**src/rtl/mode_select_ctrl.sv**
```systemverilog
`timescale 1ns/1ps
// mode_select_ctrl: operating-mode controller.
// Conditions the four raw front-panel buttons (synchronize, debounce, edge
// detect) and runs the power/mode state machine that drives the one-hot mode
// enables, the countdown restart pulse and the LED state code.
//
// Handshake: there is no valid/ready traffic in this block. Each press pulse
// is a single-cycle strobe that the FSM consumes in the cycle it is high.
// timer_done is a level or pulse that is only looked at while in M3.
// timer_clr is a single-cycle strobe raised on entry to M3.
module mode_select_ctrl #(
    parameter int DEB_CYCLES  = 2_000_000,
    parameter int IDLE_CYCLES = 1_000_000_000
) (
    input  logic       clk,
    input  logic       rst,
    input  logic       btn_power,
    input  logic       btn_mode1,
    input  logic       btn_mode2,
    input  logic       btn_mode3,
    input  logic       timer_done,
    output logic       en_mode1,
    output logic       en_mode2,
    output logic       en_mode3,
    output logic       timer_clr,
    output logic [2:0] state_code
);

    localparam int NBTN = 4;
    localparam int DCW  = $clog2(DEB_CYCLES + 1);
    localparam int ICW  = $clog2(IDLE_CYCLES);

    localparam logic [DCW-1:0] DEB_MAX  = DCW'(DEB_CYCLES - 1);
    localparam logic [ICW-1:0] IDLE_MAX = ICW'(IDLE_CYCLES - 1);

    // Button index map inside the conditioning vectors.
    localparam int B_POWER = 0;
    localparam int B_MODE1 = 1;
    localparam int B_MODE2 = 2;
    localparam int B_MODE3 = 3;

    // Encodings double as the LED state code.
    typedef enum logic [2:0] {
        S_OFF  = 3'd0,
        S_STBY = 3'd1,
        S_M1   = 3'd2,
        S_M2   = 3'd3,
        S_M3   = 3'd4
    } state_t;

    // ------------------------------------------------------------------
    // Input conditioning
    // ------------------------------------------------------------------
    logic [NBTN-1:0] btn_raw;
    logic [NBTN-1:0] sync1_q;
    logic [NBTN-1:0] sync2_q;
    logic [NBTN-1:0] deb_q;
    logic [NBTN-1:0] deb_d;
    logic [NBTN-1:0] armed_q;
    logic [NBTN-1:0] armed_d;
    logic [NBTN-1:0] press_q;
    logic [NBTN-1:0] press_d;
    logic [DCW-1:0]  cnt_q [NBTN];
    logic [DCW-1:0]  cnt_d [NBTN];
    logic [1:0]      vld_q;
    logic [1:0]      vld_d;
    logic            sync_vld;

    assign btn_raw = {btn_mode3, btn_mode2, btn_mode1, btn_power};

    // Two-flop synchronizers for the asynchronous raw buttons.
    always_ff @(posedge clk or posedge rst) begin
        if (rst) begin
            sync1_q <= '0;
            sync2_q <= '0;
        end else begin
            sync1_q <= btn_raw;
            sync2_q <= sync1_q;
        end
    end

    // Debounce counters, arming and rising-edge detection for every button.
    // The synchronizer outputs are only trusted once two edges have passed
    // since reset; a button is armed only after it has been seen released,
    // so a button held through reset release never produces a press.
    always_comb begin
        vld_d    = (vld_q == 2'd2) ? vld_q : vld_q + 2'd1;
        sync_vld = (vld_q == 2'd2);
        for (int i = 0; i < NBTN; i++) begin
            deb_d[i]   = deb_q[i];
            cnt_d[i]   = '0;
            press_d[i] = 1'b0;
            armed_d[i] = armed_q[i] | (sync_vld & ~sync2_q[i] & ~deb_q[i]);
            if (sync2_q[i] != deb_q[i]) begin
                if (cnt_q[i] == DEB_MAX) begin
                    deb_d[i]   = sync2_q[i];
                    press_d[i] = sync2_q[i] & armed_q[i];
                end else begin
                    cnt_d[i] = cnt_q[i] + DCW'(1);
                end
            end
        end
    end

    // Debounce state registers; debounced levels reset to released.
    always_ff @(posedge clk or posedge rst) begin
        if (rst) begin
            deb_q   <= '0;
            armed_q <= '0;
            press_q <= '0;
            vld_q   <= '0;
            for (int i = 0; i < NBTN; i++) begin
                cnt_q[i] <= '0;
            end
        end else begin
            deb_q   <= deb_d;
            armed_q <= armed_d;
            press_q <= press_d;
            vld_q   <= vld_d;
            for (int i = 0; i < NBTN; i++) begin
                cnt_q[i] <= cnt_d[i];
            end
        end
    end

    logic p_power;
    logic p_mode1;
    logic p_mode2;
    logic p_mode3;

    assign p_power = press_q[B_POWER];
    assign p_mode1 = press_q[B_MODE1];
    assign p_mode2 = press_q[B_MODE2];
    assign p_mode3 = press_q[B_MODE3];

    // ------------------------------------------------------------------
    // Power/mode state machine
    // ------------------------------------------------------------------
    state_t          state_q;
    state_t          state_d;
    logic            m3_used_q;
    logic            m3_used_d;
    logic [ICW-1:0]  idle_q;
    logic [ICW-1:0]  idle_d;
    logic            timer_clr_q;
    logic            timer_clr_d;

    // Next-state logic. Pulse priority is power > mode3 > mode2 > mode1 and
    // only the winning pulse acts, so a refused mode3 masks lower buttons.
    always_comb begin
        state_d     = state_q;
        m3_used_d   = m3_used_q;
        idle_d      = '0;
        timer_clr_d = 1'b0;

        case (state_q)
            S_OFF: begin
                if (p_power) begin
                    state_d = S_STBY;
                end
            end
            S_STBY: begin
                if (p_power) begin
                    state_d = S_OFF;
                end else if (p_mode3) begin
                    if (!m3_used_q) begin
                        state_d = S_M3;
                    end
                end else if (p_mode2) begin
                    state_d = S_M2;
                end else if (p_mode1) begin
                    state_d = S_M1;
                end else if (idle_q == IDLE_MAX) begin
                    state_d = S_OFF;
                end else begin
                    // Increment is gated by the compare above, so the
                    // counter saturates at IDLE_MAX rather than wrapping.
                    idle_d = idle_q + ICW'(1);
                end
            end
            S_M1, S_M2: begin
                if (p_power) begin
                    state_d = S_OFF;
                end else if (p_mode3) begin
                    if (!m3_used_q) begin
                        state_d = S_M3;
                    end
                end else if (p_mode2) begin
                    state_d = S_M2;
                end else if (p_mode1) begin
                    state_d = S_M1;
                end
            end
            S_M3: begin
                if (p_power) begin
                    state_d = S_OFF;
                end else if (timer_done) begin
                    state_d = S_STBY;
                end
            end
            default: begin
                state_d = S_OFF;
            end
        endcase

        // Mode 3 may be entered once per power session.
        if ((state_d == S_M3) && (state_q != S_M3)) begin
            m3_used_d   = 1'b1;
            timer_clr_d = 1'b1;
        end
        if ((state_d == S_OFF) && (state_q != S_OFF)) begin
            m3_used_d = 1'b0;
        end
    end

    // State, session flag, idle counter and countdown restart strobe.
    always_ff @(posedge clk or posedge rst) begin
        if (rst) begin
            state_q     <= S_OFF;
            m3_used_q   <= 1'b0;
            idle_q      <= '0;
            timer_clr_q <= 1'b0;
        end else begin
            state_q     <= state_d;
            m3_used_q   <= m3_used_d;
            idle_q      <= idle_d;
            timer_clr_q <= timer_clr_d;
        end
    end

    // Outputs are a decode of the registered state, so they clear together
    // with the asynchronous reset.
    assign en_mode1   = (state_q == S_M1);
    assign en_mode2   = (state_q == S_M2);
    assign en_mode3   = (state_q == S_M3);
    assign timer_clr  = timer_clr_q;
    assign state_code = state_q;

endmodule

```
**config.mk**
```make
export PLATFORM = sky130hd
export DESIGN_NAME = mode_select_ctrl
export DESIGN_NICKNAME = d
export VERILOG_FILES = /design/src/rtl/mode_select_ctrl.sv
export SDC_FILE = /design/constraint.sdc
export NUM_CORES = 1
export LEC_CHECK = 0
export CORE_ASPECT_RATIO = 1.25
export CORE_MARGIN = 10
export CORE_UTILIZATION = 33
export CTS_BUF_LIST = sky130_fd_sc_hd__clkbuf_2 sky130_fd_sc_hd__clkbuf_4 sky130_fd_sc_hd__clkbuf_8
export CTS_CLUSTER_SIZE = 10
export DETAILED_ROUTE_END_ITERATION = 8
export HOLD_SLACK_MARGIN = 0.06
export SKIP_CTS_REPAIR_TIMING = 1
export SYNTH_ARGS = -nofsm -noshare
export SYNTH_HDL_FRONTEND = slang
export SYNTH_SLANG_ARGS = --single-unit
```
**constraint.sdc**
```tcl
create_clock -name clk -period 4.86 [get_ports clk]
set_clock_uncertainty 0.05 [all_clocks]
set_input_delay 0.972 -clock clk [delete_from_list [all_inputs] [get_ports clk]]
set_output_delay 0.972 -clock clk [all_outputs]
set_load 0.05 [all_outputs]
```
==> qor.yml <==
synth.distinct_cells: 45
via_count: 5150
p_per_area_nw_per_um2: 296
clk_pin_slew_worst_paths_ns: 0.08
status: "completed"
r2r_cells: 5
ys_async_sr_fraction_pct: 100
synth_compound_area_share_pct: 9.03
worstMarginPinSlew_ns: 1.09
clockBufferDepth: 2
syn_avg_cell_area_um2: 9.78
fin_ws_ns: 1.76
fin_util_pct: 37.4
synthCells: 707
cp.arrival_ns: 2.08
syn_area_um2: 6920
finalCritPeriodShare_pct: 63.9
finalMaxSlewViolations: 0
firstDrtPassIters: 5
antenna_found_initial: 0
whs_path_depth: 0
drive_above_1_share_pct: 7.62
reg2reg_from: "idle_q[16]"
grt_setup_unrepaired: "no"
die_y_um: 182
dp_cells: 977
synth_ff_type: "dfrtp_1"
hold_end: "sync2_q[0]"
maxCapViolCount: 0
die_area_um2: 27200
design.portCount: 14
cts_tree: "done"
first_iter_violations: 333
synthAdderAreaFrac_pct: 1.09
synth_fp_nets: 720
dp_hpwl_um: 9190
core_area_um2: 20700
reg2reg_to: "idle_q[0]"
diodes: 0
cp-end-kind: "output pin"
final_common_cell: "dfrtp_1"
final_cell_mix: "dfrtp_1 (141), nor2_1 (99), xnor2_1 (56), nand2_1 (40), a21oi_1 (38)"
rows: 59
ys_seq_area_share_pct: 51.0
cts.sinks: 141
initial_utilization_pct: 33.3
min-delay-start: "sync1_q[0]"
layout.nets: 735
maxSlewHeadroom_pct: 27.2
clk_latency_ns: 0.44
die_w_um: 150
ys_seq_elements: 141
wl_per_cell_um: 13.2
synth_top_family_by_area: "simple AND/OR/NAND/NOR gates"
grt_pass1_wl_um: 24000
finalSetupViolCount: 0
fill_cells: 2048
pre_cts_slack_ns: 1.94
hold_path_class: "reg2reg"
h-tree-depth: 4
overflow: 0
ys_warn_count: 0
period_needed_ns: 3.10
vdd_drop_max_uv: 139
grt_pass1_vias: 5040
final_antenna_net_count: 0
stdcell_count: 1009
grt.total_usage_pct: 10.5
reg2reg_setup_slack_ns: 1.95
worst-setup-path-type: "reg2out"
fin_setup_tns_ns: 0
gp_congestion: 0.781
routed_wl_um: 13400
root_buffer: "clkbuf_8"
synth_xor_area_share_pct: 8.86
cts_buffers: 17
clock.fmax_mhz: 322
grt_max_degree: 90
synthMuxAreaShare_pct: 0.651
start_kind: "flop"
hold_violations: 0
leakage_nw: 2.93
critical_path.max_fanout: 7
area_growth_syn_to_layout_pct: 12.2
synth_simple_gate_area_share_pct: 26.3
synth_edf_count: 0
drc: 0
viasPerCell: 5.10
cp_data_required_time_ns: 3.84
io_buffers: 13
[sequential cells by signal, summed over array words and instances (netlist names)]
name	count
vld_q	2
idle_q	30
deb_q	4
press_q	4
m3_used_q	1
cnt_q	84
sync2_q	4
armed_q	4
state_code	3
sync1_q	4
timer_clr	1
[cells in the mapped netlist (2+ instances only)]
cell type  number  share of area (%)
a31o_2          2               0.25
a211oi_1        2               0.22
or4b_1          4               0.58
nand2b_1        2               0.18
nor4b_1         8                1.0
a21oi_2         2               0.25
buf_6           2               0.33
nor2b_1         2               0.18
nand3_1        35                2.5
xor2_1         14                1.8
a21o_1          4               0.43
xnor2_1        56                7.1
or3_1          27                2.4
o31ai_1        18                2.0
nor3_1         16                1.2
buf_2           6               0.43
and3_1          6               0.54
a21oi_1        38                2.7
buf_4           3               0.33
or2_2           4               0.36
nor3b_1         2               0.22
nand2_1        40                2.2
nor4_1         23                2.1
inv_1          28                1.5
o21ai_0        28                2.0
nand3b_1        3               0.33
or4_1          24                2.6
and4_1          8                1.0
nor2_1         99                5.4
o31ai_4         2               0.61
dfrtp_1       141                 51
nand4_1        27                2.4
ha_1            6                1.1
clkbuf_1        9               0.49
o211ai_1        2               0.22
mux2_2          4               0.65
and2_1          2               0.18
[logic make-up after synthesis]
group,count (synthesis)
buf+inv,48
compound gates,101
simple gates,337
flops,141
xor+xnor,70
mux,4
fa+ha+maj,6
[where the power goes]
group	internal [W]	switching [W]
registers	0.00118	0.0000102
clock network	0.000611	0.000435
logic	0.0000168	0.0000437
[area by class of cell]
type	count	area, um^2	area share (%)
Clock buffer	22	290	3.74
Timing Repair Buffer	16	153	1.97
Clock inverter	10	161	2.08
Multi-Input combinational cell	518	3180	40.9
Tap cell	274	343	4.42
Inverter	28	110	1.42
Sequential cell	141	3530	45.4
[how the worst max path moves through the flow]
stage,from,to,slack (ns),cells after the start
after floorplan,rst,armed_q[0],0.06,1
after global placement,idle_q[16],idle_q[2],1.96,5
after detailed placement,idle_q[16],idle_q[2],1.94,5
after CTS,state_code[0],en_mode3,1.71,3
after global routing,state_code[0],en_mode3,1.61,3
final,state_code[1],en_mode3,1.76,3
[through the flow]
stage	total power, W	area (um^2)	hold slack (ns)
after floorplan	0.00126	6920	0.281
after global placement	0.00128	7310	0.293
after detailed placement	0.00128	7310	0.289
after CTS	0.00235	7760	0.307
after global routing	0.00241	7760	0.326
final	0.00230	7760	0.304
[critical path, cell delays in order, from the launching register on]
cell             delay (ns)
dfrtp_1                0.44
nor2_1                 0.23
and2_1                 0.18
clkdlybuf4s50_1        0.80
[routing by layer]
metal	part of all wire, %	routed length, um	global-route usage, %	up-vias
li1	-	-	-	2572
met4	1.4	192	3.66	0
met1	48	6370	13.2	2511
met3	2.7	361	2.81	15
met2	48	6450	17.0	52
met5	0	0	0	-
(Power assumes the default switching activity.)
